==> src/rtl/r_pkt_tx.sv <==
// r_pkt_tx: packet transmitter feeding the 1x4 router input side.
// Takes a destination/length command, buffers the whole payload, then emits a
// header byte, the payload bytes and a trailing parity byte. Router err is
// collected over a short post-parity window and reported with tx_done.
//
// Ports
//   clk        rising-edge clock
//   reset      synchronous active-high reset
//   cmd_*      command handshake (addr 0..3, len 1..63; len 0 is dropped)
//   pl_*       payload byte handshake
//   busy, err  router back-pressure and parity-error indication
//   data_out   byte to router data_in
//   pkt_valid  to router pkt_valid
//   tx_done    end-of-packet pulse, tx_err qualifies it
//   tx_drop    pulse for a discarded zero-length command
//
// state   | meaning
// IDLE    | cmd_ready high, waiting for a command
// LOAD    | pl_ready high, filling the payload buffer
// HEADER  | header byte on the bus
// PAYLOAD | buffered payload bytes on the bus
// PARITY  | parity byte on the bus, pkt_valid low
// WAIT    | err window and inter-packet gap

module r_pkt_tx #(
   parameter int unsigned ERR_WIN = 4
) (
   input  logic       clk,
   input  logic       reset,
   input  logic       cmd_valid,
   output logic       cmd_ready,
   input  logic [1:0] cmd_addr,
   input  logic [5:0] cmd_len,
   input  logic [7:0] pl_data,
   input  logic       pl_valid,
   output logic       pl_ready,
   input  logic       busy,
   input  logic       err,
   output logic [7:0] data_out,
   output logic       pkt_valid,
   output logic       tx_done,
   output logic       tx_err,
   output logic       tx_drop
);

   typedef enum logic [2:0] {
      S_IDLE,
      S_LOAD,
      S_HEADER,
      S_PAYLOAD,
      S_PARITY,
      S_WAIT
   } state_t;

   state_t     state;
   logic [1:0] addr_q;
   logic [5:0] len_q;
   logic [5:0] wr_idx;
   logic [5:0] rd_idx;
   logic [7:0] parity;
   logic       err_flag;
   logic [3:0] wait_cnt;
   logic [7:0] pl_buf [64];

   assign cmd_ready = (state == S_IDLE);
   assign pl_ready  = (state == S_LOAD);

   // Buffer contents need no reset; only the indices matter.
   always_ff @(posedge clk) begin
      if (state == S_LOAD && pl_valid) begin
         pl_buf[wr_idx] <= pl_data;
      end
   end

   always_ff @(posedge clk) begin
      if (reset) begin
         state     <= S_IDLE;
         addr_q    <= 2'd0;
         len_q     <= 6'd0;
         wr_idx    <= 6'd0;
         rd_idx    <= 6'd0;
         parity    <= 8'd0;
         err_flag  <= 1'b0;
         wait_cnt  <= 4'd0;
         data_out  <= 8'd0;
         pkt_valid <= 1'b0;
         tx_done   <= 1'b0;
         tx_err    <= 1'b0;
         tx_drop   <= 1'b0;
      end else begin
         tx_done <= 1'b0;
         tx_err  <= 1'b0;
         tx_drop <= 1'b0;
         case (state)
            S_IDLE: begin
               if (cmd_valid) begin
                  if (cmd_len == 6'd0) begin
                     tx_drop <= 1'b1;
                  end else begin
                     addr_q   <= cmd_addr;
                     len_q    <= cmd_len;
                     wr_idx   <= 6'd0;
                     rd_idx   <= 6'd0;
                     parity   <= {cmd_len, cmd_addr};
                     err_flag <= 1'b0;
                     state    <= S_LOAD;
                  end
               end
            end
            S_LOAD: begin
               if (pl_valid) begin
                  parity <= parity ^ pl_data;
                  wr_idx <= wr_idx + 6'd1;
                  if (wr_idx == len_q - 6'd1) begin
                     data_out  <= {len_q, addr_q};
                     pkt_valid <= 1'b1;
                     state     <= S_HEADER;
                  end
               end
            end
            S_HEADER: begin
               if (!busy) begin
                  data_out <= pl_buf[0];
                  rd_idx   <= 6'd1;
                  state    <= S_PAYLOAD;
               end
            end
            S_PAYLOAD: begin
               // rd_idx is the index of the next byte to present; reaching
               // len means the byte on the bus now is the last payload byte.
               if (!busy) begin
                  if (rd_idx == len_q) begin
                     data_out  <= parity;
                     pkt_valid <= 1'b0;
                     state     <= S_PARITY;
                  end else begin
                     data_out <= pl_buf[rd_idx];
                     rd_idx   <= rd_idx + 6'd1;
                  end
               end
            end
            S_PARITY: begin
               err_flag <= err_flag | err;
               if (!busy) begin
                  data_out <= 8'd0;
                  wait_cnt <= 4'(ERR_WIN - 1);
                  state    <= S_WAIT;
               end
            end
            S_WAIT: begin
               // Down-counter; tx_done is launched one count early so the
               // registered pulse lands in the final WAIT cycle.
               if (wait_cnt == 4'd0) begin
                  err_flag <= 1'b0;
                  state    <= S_IDLE;
               end else begin
                  err_flag <= err_flag | err;
                  wait_cnt <= wait_cnt - 4'd1;
                  if (wait_cnt == 4'd1) begin
                     tx_done <= 1'b1;
                     tx_err  <= err_flag | err;
                  end
               end
            end
            default: state <= S_IDLE;
         endcase
      end
   end

endmodule

==> config.mk <==
export PLATFORM = sky130hd
export DESIGN_NAME = r_pkt_tx
export DESIGN_NICKNAME = d
export VERILOG_FILES = /design/src/rtl/r_pkt_tx.sv
export SDC_FILE = /design/constraint.sdc
export NUM_CORES = 1
export LEC_CHECK = 0
export CAP_MARGIN = 20
export CORE_MARGIN = 2
export CORE_UTILIZATION = 51
export DETAILED_ROUTE_END_ITERATION = 10
export PLACE_DENSITY = 0.74
export SLEW_MARGIN = 20
export SYNTH_ARGS = -nofsm -noshare
export SYNTH_HDL_FRONTEND = slang
export SYNTH_SLANG_ARGS = --single-unit
export TNS_END_PERCENT = 1
==> constraint.sdc <==
create_clock -name clk -period 5.1 [get_ports clk]
set_input_delay 1.53 -clock clk [delete_from_list [all_inputs] [get_ports clk]]
set_output_delay 1.53 -clock clk [all_outputs]
set_load 0.05 [all_outputs]
==> results.py, run 1 <==
metrics = {
    "outcome": {
        "status": "finished clean",
    },
    "setup_path": {
        "end_kind": "primary output",
        "worstPathArrival_ns": 3.22,
        "cp_max_fo": 18,
        "start_kind": "flop",
        "cp.required_ns": 3.57,
        "crit_type": "flop to primary output",
    },
    "yosys": {
        "synth-seq-cells": 566,
        "synth_edf_count": 512,
        "synth.distinct_cells": 49,
        "yosysWarnings": 0,
        "yosys_most_used_dff": "edfxtp_1",
        "ys_seq_area_share_pct": 72.0,
        "netlist_area_sq_um": 22800,
        "postSynthCellCount": 1491,
        "avgSynthCellArea_sq_um": 15.3,
        "ys_async_sr_fraction_pct": 0,
        "syn-num-nets": 1519,
    },
    "timing": {
        "maxSlewHeadroom_pct": 28.0,
        "fmax_mhz": 210,
        "whs_ns": 0.494,
        "setup_ws_ns": 0.345,
        "setup_violations": 0,
        "rsz0062_at_grt": "no",
        "tns_ns": 0,
        "clock_skew_ns": 0.0210,
        "hold_viol": 0,
        "fin_crit_ns": 4.75,
        "period_share_pct": 93.2,
        "tightest_slew_ns": 1.08,
        "drv_slew": 0,
    },
    "grt": {
        "grtUsageTotal_pct": 22.7,
        "overflow": 0,
        "antenna_found_initial": 0,
        "grt_pass1_vias": 13047,
        "grt_first_pass_wirelength_mm": 79.6,
        "grt_max_degree": 65,
    },
    "place": {
        "dp_worst_setup_slack_ns": 0.999,
        "gp_congestion": 0.877,
        "placed_area_sq_um": 23900,
        "dp_cells": 2059,
        "port_buffers": 35,
        "post-dp-hpwl_mm": 33.0,
    },
    "floorplanning": {
        "die_height_um": 216,
        "ioPinCount": 36,
        "rows": 77,
        "initial_core_util_pct": 51.7,
        "core_sq_um": 44200,
        "die-area_sq_um": 46500,
        "die_w_um": 216,
    },
    "drt": {
        "drt_wl_total_mm": 52.5,
        "drt-initial-drc-count": 1472,
        "route.detailed.drc": 0,
        "wl_per_cell_um": 24.3,
        "postRouteAntennaNets": 0,
        "avgViaCountPerCell": 6.16,
        "dr.pass1.iters": 5,
        "vias": 13279,
    },
    "cts": {
        "post_cts_buffers": 0,
        "clock_latency_ns": 0.59,
        "cts.sinks": 566,
        "hold_buffers": 0,
        "post_cts_resize_count": 0,
        "clockRootBuffer": "clkbuf_16",
        "cts_tree": "built",
        "path_clk_slew_ns": 0.06,
        "htreeDepth": 2,
        "cts_max_path_buffers": 3,
        "cts_made_buffers": 53,
    },
    "pwr": {
        "vdd_ir_drop_max_v": 0.000428,
        "p_leak_uw": 0.00776,
        "powerDensity_nw_per_um2": 406,
    },
    "final_layout": {
        "most-common-layout-cells": "512 x edfxtp_1, 268 x mux2i_1, 128 x a22oi_1",
        "fin_area_sq_um": 25700,
        "area_growth_pct": 12.3,
        "final_common_cell": "edfxtp_1",
        "diodes": 0,
        "final_nets": 1550,
        "drive_gt1_share_pct": 8.43,
        "final_cells": 2157,
    },
    "min_path": {
        "min_path_type": "flop to flop",
    },
    "run": {
        "max_cap_violations": 0,
    },
}
-- metal layers --
layer	vias to the layer above	wire (um)	GRT usage (%)
met5	-	0	0
met4	0	1710	7.82
met3	104	4300	3.65
met2	696	24700	36.7
met1	6610	21800	31.7
li1	5869	-	-
-- critical path, stage by stage (launching register included) --
cell and delay, ns:
dfxtp_1 0.44, nor2_1 0.30, nand2_1 0.41, inv_1 0.58, clkdlybuf4s50_1 0.91
-- path summary, 6_finish.rpt --
check	slack [ns]	cells after the start	to	from
hold reg to reg	0.49	1	tx_err	err_flag
hold / removal	0.49	1	tx_err	err_flag
setup / recovery	0.35	4	pl_ready	state[1]
setup reg to reg	1.31	6	pl_buf[23][5]	state[1]
-- kinds of logic after synthesis --
kind of cell | share of synthesized area (%)
flip-flops | 72.0
AO/OA/AOI/OAI | 8.08
multiplexers | 11.7
AND/OR/NAND/NOR | 5.20
buffers and inverters | 1.75
XOR/XNOR | 0.882
adder cells (fa/ha/maj) | 0.329
-- area by class of cell --
cell class                      instances  area, sq um
Fill cell                            3321        18600
Timing Repair Buffer                   65          598
Clock buffer                           61         1380
Sequential cell                       566        16500
Tap cell                              592          741
Inverter                                8         30.0
Clock inverter                         37          433
Multi-Input combinational cell        828         6020
-- Yosys cell counts, types with 2 or more instances --
cell type	n	area [sq um]
and2_1	5	31.3
inv_1	8	30.0
mux2i_1	268	2680
clkbuf_1	46	173
nand2b_1	6	37.5
nand3b_1	11	82.6
and3_1	3	18.8
or2_2	3	18.8
or3_1	8	50.1
a31oi_1	2	12.5
nor3_1	5	25.0
or3b_2	2	17.5
xor2_1	12	105
nand4_1	6	37.5
nor2_1	105	394
nor2b_1	7	43.8
a211oi_1	3	22.5
nand3_1	6	30.0
a22oi_1	128	961
dfxtp_1	54	1080
o211a_1	2	20.0
a32o_1	8	80.1
xnor2_1	11	96.3
ha_1	6	75.1
nand2_1	60	225
buf_2	28	140
edfxtp_1	512	15400
nor4_1	17	106
o21a_1	2	15.0
a21oi_1	101	505
o21bai_1	2	15.0
buf_1	15	56.3
o2111ai_1	8	70.1
o21ai_0	16	80.1
-- power breakdown --
group | internal [uW] | total [uW] | switching (uW)
logic | 367 | 1090 | 723
registers | 5130 | 5230 | 99.3
clock network | 2440 | 4100 | 1670
-- sequential cells by signal, indices dropped and copies added (netlist names), 2 cells and up, named ones only --
name / flops
addr_q: 2
pl_buf: 512
len_q: 6
rd_idx: 6
data_out: 8
wait_cnt: 4
parity: 8
state: 3
wr_idx: 6
-- per-stage QoR --
stage / power (uW) / util (%)
floorplan: 6020 / -
global placement: 6380 / 53.9
detailed placement: 6390 / 53.9
CTS: 10400 / 58.0
global route: 10700 / 58.0
finish: 10400 / 58.0
Power figures use the tool's default switching activity.
==> inputs of run 2 (changes only) <==
--- a/config.mk
+++ b/config.mk
@@ -10,6 +10,7 @@
 export CORE_UTILIZATION = 51
 export DETAILED_ROUTE_END_ITERATION = 10
 export PLACE_DENSITY = 0.74
+export SKIP_LAST_GASP = 1
 export SLEW_MARGIN = 20
 export SYNTH_ARGS = -nofsm -noshare
 export SYNTH_HDL_FRONTEND = slang
==> results of run 2 <==
No change in the layout: final DEF, timing and power equal those of run 1.
